==> src/rtl/rm_counter.sv <==
// Register-mask counter for LDM/STM and vector element sequencing.
// Retires the lowest set bit of the loaded mask once per completed transfer.
module rm_counter #(
  parameter int NUM_REGS       = 16,
  parameter int BYTES_PER_XFER = 4,
  localparam int IDX_W = $clog2(NUM_REGS),
  localparam int CNT_W = $clog2(NUM_REGS + 1),
  localparam int OFF_W = $clog2(NUM_REGS * BYTES_PER_XFER + 1)
) (
  input  logic                clk,
  input  logic                rst,
  input  logic                load,
  input  logic                vec_mode,
  input  logic [NUM_REGS-1:0] reg_list,
  input  logic [CNT_W-1:0]    vec_len,
  input  logic                step,
  output logic [IDX_W-1:0]    cur_reg,
  output logic                done,
  output logic                last,
  output logic                busy,
  output logic [CNT_W-1:0]    xfer_count,
  output logic [OFF_W-1:0]    addr_offset,
  output logic                first
);

  // Control protocol: load captures a new operation (and beats step in the
  // same cycle); step retires one element and must only pulse when a
  // transfer actually completed. There is no back-pressure; a step with
  // nothing remaining is dropped.

  logic [NUM_REGS-1:0] remaining;
  logic [CNT_W-1:0]    xfer_q;
  logic [NUM_REGS-1:0] vec_mask;
  logic [IDX_W-1:0]    low_idx;

  // Thermometer mask of the low vec_len bits; lengths above NUM_REGS saturate.
  always_comb begin
    vec_mask = '0;
    for (int i = 0; i < NUM_REGS; i++) begin
      vec_mask[i] = (CNT_W'(i) < vec_len);
    end
  end

  // Priority encoder, lowest set index wins; 0 when the mask is empty.
  always_comb begin
    low_idx = '0;
    for (int i = NUM_REGS - 1; i >= 0; i--) begin
      if (remaining[i]) low_idx = IDX_W'(i);
    end
  end

  always_ff @(posedge clk) begin
    if (rst) begin
      remaining <= '0;
      xfer_q    <= '0;
    end else if (load) begin
      remaining <= vec_mode ? vec_mask : reg_list;
      xfer_q    <= '0;
    end else if (step && (remaining != '0)) begin
      remaining <= remaining & (remaining - NUM_REGS'(1));
      xfer_q    <= xfer_q + CNT_W'(1);
    end
  end

  assign cur_reg     = low_idx;
  assign done        = (remaining == '0);
  assign busy        = ~done;
  assign last        = ~done && ((remaining & (remaining - NUM_REGS'(1))) == '0);
  assign xfer_count  = xfer_q;
  assign addr_offset = OFF_W'(xfer_q) * OFF_W'(BYTES_PER_XFER);
  assign first       = busy && (xfer_q == '0);

endmodule

==> config.mk <==
export PLATFORM = sky130hd
export DESIGN_NAME = rm_counter
export DESIGN_NICKNAME = d
export VERILOG_FILES = /design/src/rtl/rm_counter.sv
export SDC_FILE = /design/constraint.sdc
export NUM_CORES = 1
export LEC_CHECK = 0
export CAP_MARGIN = 20
export CORE_ASPECT_RATIO = 1.25
export CORE_MARGIN = 1
export CORE_UTILIZATION = 50
export CTS_BUF_LIST = sky130_fd_sc_hd__clkbuf_4 sky130_fd_sc_hd__clkbuf_8
export DETAILED_ROUTE_END_ITERATION = 6
export DONT_BUFFER_PORTS = 1
export GPL_TIMING_DRIVEN = 1
export HOLD_SLACK_MARGIN = 0.08
export PLACE_DENSITY = 0.68
export SYNTH_ARGS = -nofsm -noshare
export SYNTH_HDL_FRONTEND = slang
export SYNTH_SLANG_ARGS = --single-unit
==> constraint.sdc <==
create_clock -name clk -period 3.18 [get_ports clk]
set_input_delay 0.795 -clock clk [delete_from_list [all_inputs] [get_ports clk]]
set_output_delay 0.795 -clock clk [all_outputs]
set_load 0.03 [all_outputs]
# --- Word level (Yosys, flattened, before mapping) ---
# Cells that the tools add are included.
# W data, S select, Z words.
classes:
  addsub: 2
  n_lt_le_gt_ge: 16
  n_mux: 19
  bitwise_logic: 2
  n_reduce_logical: 9
op_table:
  columns: ["op", "count"]
  rows:
  - ["$mux W4", 16]
  - ["$mux W16", 3]
  - ["$lt A4 B5 Y1 const A", 8]
  - ["$logic_not A16 Y1", 2]
  - ["$lt A3 B5 Y1 const A", 4]
  - ["$and A16 B16 Y16", 1]
  - ["$reduce_bool A16 Y1", 1]
  - ["$sub A16 B1 Y16 const B", 1]
  - ["$lt A1 B5 Y1 const A", 2]
  - ["$lt A2 B5 Y1 const A", 2]
  - ["$add A5 B1 Y5 const B", 1]
  - ["$logic_not A5 Y1", 1]
  - ["$logic_and A1 B1 Y1", 3]
  - ["$reduce_bool A2 Y1", 1]
  - ["$reduce_or A2 Y1", 1]
  - ["$not A1 Y1", 1]
word_totals:
  regBits: 21
  output_inout_bits: 20
  wordCells: 50

# --- Logic depth before layout (Yosys ltp) ---
# Gate-level depths: netlist of the first run.
depth:
  depth_word: 16
  mapped_depth: 7
  ltp_nobuf: 5

# --- Worst setup path before layout of the first run ---
# Ideal clock, no wire load.
synth_path:
  path_type: "reg-to-output"
  from: "register remaining[0]"
  to: "output port first"
  arrival_ns: 2.519
  required_time_ns: 2.385
  path_slack_ns: -0.134
  stages_incl_launch_ff: 8
  n_path_buf: 2
  cell_sequence: "dfxtp_1 buf_6 or4_4 buf_6 nor4_1 nand2_1 inv_1 nor4_1"
synth_via:
  elab_chain_len: 3
synth_rtl:
  columns: ["item", "line", "text"]
  rows:
  - ["from (decl)", "31", "logic [NUM_REGS-1:0] remaining;"]
  - ["from (signal assigned)", "57", "remaining <= vec_mode ? vec_mask : reg_list;"]
  - ["from (signal assigned)", "60", "remaining <= remaining & (remaining - NUM_REGS'(1));"]
  - ["$logic_not A16 Y1", "66", "assign done = (remaining == '0);"]
  - ["$not A1 Y1", "67", "assign busy = ~done;"]
  - ["named net busy", "20", "output logic busy,"]
  - ["$logic_and A1 B1 Y1", "71", "assign first = busy && (xfer_q == '0);"]
  - ["to (decl)", "23", "output logic first"]
# The timed path passes the listed nets, and every way through them passes these cells.

# --- Worst setup path in the final report of the first run ---
layout_path:
  from: "register remaining[0]"
  to: "output port last"
layout_via:
  elab_chain_len: 4
layout_rtl:
  columns: ["item", "line", "text"]
  rows:
  - ["$sub A16 B1 Y16", "68", "assign last = ~done && ((remaining & (remaining - NUM_REGS'(1))) == '0);"]
  - ["$and A16 B16 Y16", "68", null]
  - ["$logic_not A16 Y1", "68", null]
  - ["$logic_and A1 B1 Y1 (*)", "68", null]
  - ["to (decl)", "19", "output logic last,"]
# Every way passes the cells marked *; elsewhere a longest branch is shown, timed or not.

==> results.json, run 1 <==
{
  "synth.area.mux_share": 0.0132,
  "yosys.cell_count.top_type": "nor2_1",
  "synth_simple_gate_area_frac": 0.240,
  "ff_latch_area_um2": 424,
  "hold_class": "in2reg",
  "synthFlopType": "dfxtp_1",
  "nets": 234,
  "initial_utilization": 0.521,
  "antennaDiodeCount": 0,
  "antenna_found_initial": 0,
  "synth_top_area_frac": 0.277,
  "power_density_nw_per_um2": 398,
  "rsz0062_at_grt": "true",
  "multiInputGateArea_um2": 976,
  "critPathArrivalTime_ns": 2.51,
  "routabilityCongestion": 0.896,
  "route.detailed.drc": 2,
  "final.period_utilization": 1.04,
  "synth_compound_area_frac": 0.300,
  "cts.clk_slew.worst_paths_ns": 0.12,
  "grt_pass1_wl_um": 5970,
  "cts_sinks": 21,
  "rr_worst_depth": 6,
  "vdd_ir_drop_max_v": 0.000243,
  "dp_slack_ns": 0.162,
  "synth_fa_ha_area_frac": 0.0436,
  "portBuffers": 0,
  "r2r_end": "remaining[5]",
  "syn_area_um2": 1520,
  "critical_path_class": "reg2out",
  "synthArstFlopShare": 0,
  "grt_max_degree": 24,
  "syn_avg_cell_area_um2": 7.42,
  "worst_setup_path_start_kind": "flip-flop",
  "fin_area_um2": 1640,
  "drt_iter0_markers": 48,
  "netlist_top_cells_count": "nor2_1 (22), dfxtp_1 (21), a21oi_1 (19)",
  "end_kind": "primary output",
  "total_power_uw": 650,
  "track_usage": 0.238,
  "setup_slack_ns": -0.125,
  "r2r-start": "remaining[0]",
  "hold_violations": 0,
  "max_freq_ghz": 0.303,
  "synth_xor_area_frac": 0.0230,
  "die_h_um": 63.7,
  "viasPerCell": 6.38,
  "die-width_um": 51.3,
  "gr-total-overflow": 0,
  "first_global_vias": 1409,
  "htreeDepth": 1,
  "clock_tree.buffer_depth": 2,
  "finalSetupViolCount": 1,
  "dpl.hpwl_um": 2960,
  "drive_gt1_frac": 0.176,
  "synth_top_family_by_area": "compound AO/OA/AOI/OAI gates",
  "worst_pin_slew_ns": 0.724,
  "reg2reg_setup_slack_ns": 0.91,
  "ys_top_cells_by_area": "dfxtp_1 (28%), a21oi_1 (6.3%), o21ai_0 (5.6%)",
  "antenna_left": 0,
  "fillerInstances": 279,
  "root_buffer": "clkbuf_4",
  "synth_area_leader_cell": "dfxtp_1",
  "failed_checks": "DRC, setup timing",
  "tns_ns": -0.125,
  "pin_count": 46,
  "synth_warnings": 0,
  "wl_per_cell_um": 15.7,
  "area_growth_pct": 7.57,
  "ys_seq_elements": 21,
  "placed_cell_area_um2": 1580,
  "syn_inst": 205,
  "clock_skew_ns": 0.00214,
  "dieArea_um2": 3270,
  "core_um2": 2920,
  "yosysUniqueCellTypes": 46,
  "core.rowCount": 22,
  "drt_wl_total_um": 3790,
  "yosysSeqAreaShare": 0.277,
  "report.final.slew_viol_count": 0,
  "period_needed_ns": 3.30,
  "dr_total_vias": 1537,
  "cap_violations": 0,
  "cts_buffers": 3,
  "slew_headroom": 0.516,
  "worstPathRequired_ns": 2.38,
  "min_path_cells": 1,
  "clock_latency_ns": 0.30,
  "cts_tree": "done",
  "synth_edf_count": 0,
  "p_leak_uw": 0.000614,
  "drt_pass1_iterations": 6,
  "status": "complete, but fails checks",
  "min_to": "remaining[0]",
  "crit_path_max_fanout": 2,
  "holdCritStartpoint": "rst"
}
## worst max-delay path, stage by stage (launching register included)
cell and delay [ns]:
dfxtp_2 0.34, or4_4 0.53, or2_4 0.25, maj3_2 0.30, or4_4 0.43, a211oi_4 0.21
buf_12 0.15
## what timing repair did
action,4_1_cts,5_1_grt
hold buffers,0,0
setup buffers,1,0
pin swaps,2,1
gates resized for setup,4,2
endpoints found under the setup margin,1,2
## cells in the final DEF (no fill, tap or decap), types with 2 or more instances in the layout
cell type | Yosys | layout
inv_1 | 8 | 8
o221ai_1 | 3 | 3
maj3_1 | 3 | 3
mux2i_1 | 2 | 2
ha_1 | 2 | 2
or4_4 | 2 | 3
a31oi_1 | 2 | 2
dfxtp_2 | 0 | 3
nor4_1 | 8 | 6
o311ai_0 | 3 | 3
a211oi_1 | 3 | 3
xnor2_1 | 3 | 3
nand2_1 | 16 | 16
a21oi_1 | 19 | 19
or2_2 | 2 | 2
conb_1 | 1 | 2
o22ai_1 | 4 | 4
nand2b_1 | 2 | 2
or3_1 | 4 | 4
buf_4 | 8 | 15
or4_1 | 3 | 2
o21ai_0 | 17 | 17
dfxtp_1 | 21 | 18
nand3_1 | 4 | 4
nor4_2 | 0 | 2
nor3_1 | 4 | 4
nor2_1 | 22 | 22
nand4_1 | 2 | 2
o211ai_1 | 6 | 6
clkbuf_4 | 0 | 3
## cell families after synthesis
| kind of cell | Yosys count |
|---|---|
| multiplexers | 2 |
| AND/OR/NAND/NOR | 73 |
| buffers and inverters | 29 |
| flip-flops | 21 |
| adder cells (fa/ha/maj) | 6 |
| XOR/XNOR | 4 |
| other | 1 |
| AO/OA/AOI/OAI | 69 |
## sequential cells by signal, indices dropped and copies added (netlist names)
register,flops
remaining,16
xfer_count,5
## power by group
| part | internal [uW] | leakage (uW) | switching, uW |
|---|---|---|---|
| Sequential | 280 | 0.000174 | 25.8 |
| Clock | 46.9 | 0.0000177 | 82.5 |
| Combinational | 90.2 | 0.000422 | 125 |
## cell type report
class	instances	share of cell area
multi-input combinational	156	0.597
sequential	21	0.259
timing repair buffer	16	0.0811
tap	36	0.0275
inverter	8	0.0184
clock buffer	3	0.0138
clock inverter	1	0.00306
## per-stage QoR
| step | instances | hold slack, ns | util |
|---|---|---|---|
| after floorplan | 206 | 0.489 | - |
| after global placement | 236 | 0.510 | 0.543 |
| after detailed placement | 236 | 0.531 | 0.543 |
| after CTS | 241 | 0.536 | 0.558 |
| after global routing | 241 | 0.524 | 0.560 |
| final | 241 | 0.541 | 0.560 |
## how the worst max path moves through the flow
stage	from	end	slack, ns	cells after the start
after global routing	remaining[0]	last	-0.18	6
final	remaining[0]	last	-0.12	6
after global placement	remaining[0]	last	0.19	6
after detailed placement	remaining[0]	last	0.16	6
after CTS	remaining[0]	last	-0.19	6
after floorplan	remaining[0]	last	-0.01	7
## per-layer routing
| metal | vias to the layer above | global-route usage | wire [um] |
|---|---|---|---|
| met2 | 73 | 0.426 | 1920 |
| met3 | 8 | 0.0386 | 214 |
| met1 | 702 | 0.276 | 1590 |
| met5 | - | 0 | 0 |
| li1 | 754 | - | - |
| met4 | 0 | 0.0845 | 64 |
Power figures use the tool's default switching activity.
==> run 2: changes to the inputs <==
Settings changed: CTS_CLUSTER_SIZE set to 14.
==> results of run 2 <==
The final DEF is identical to that of run 1; final timing and power are the same.
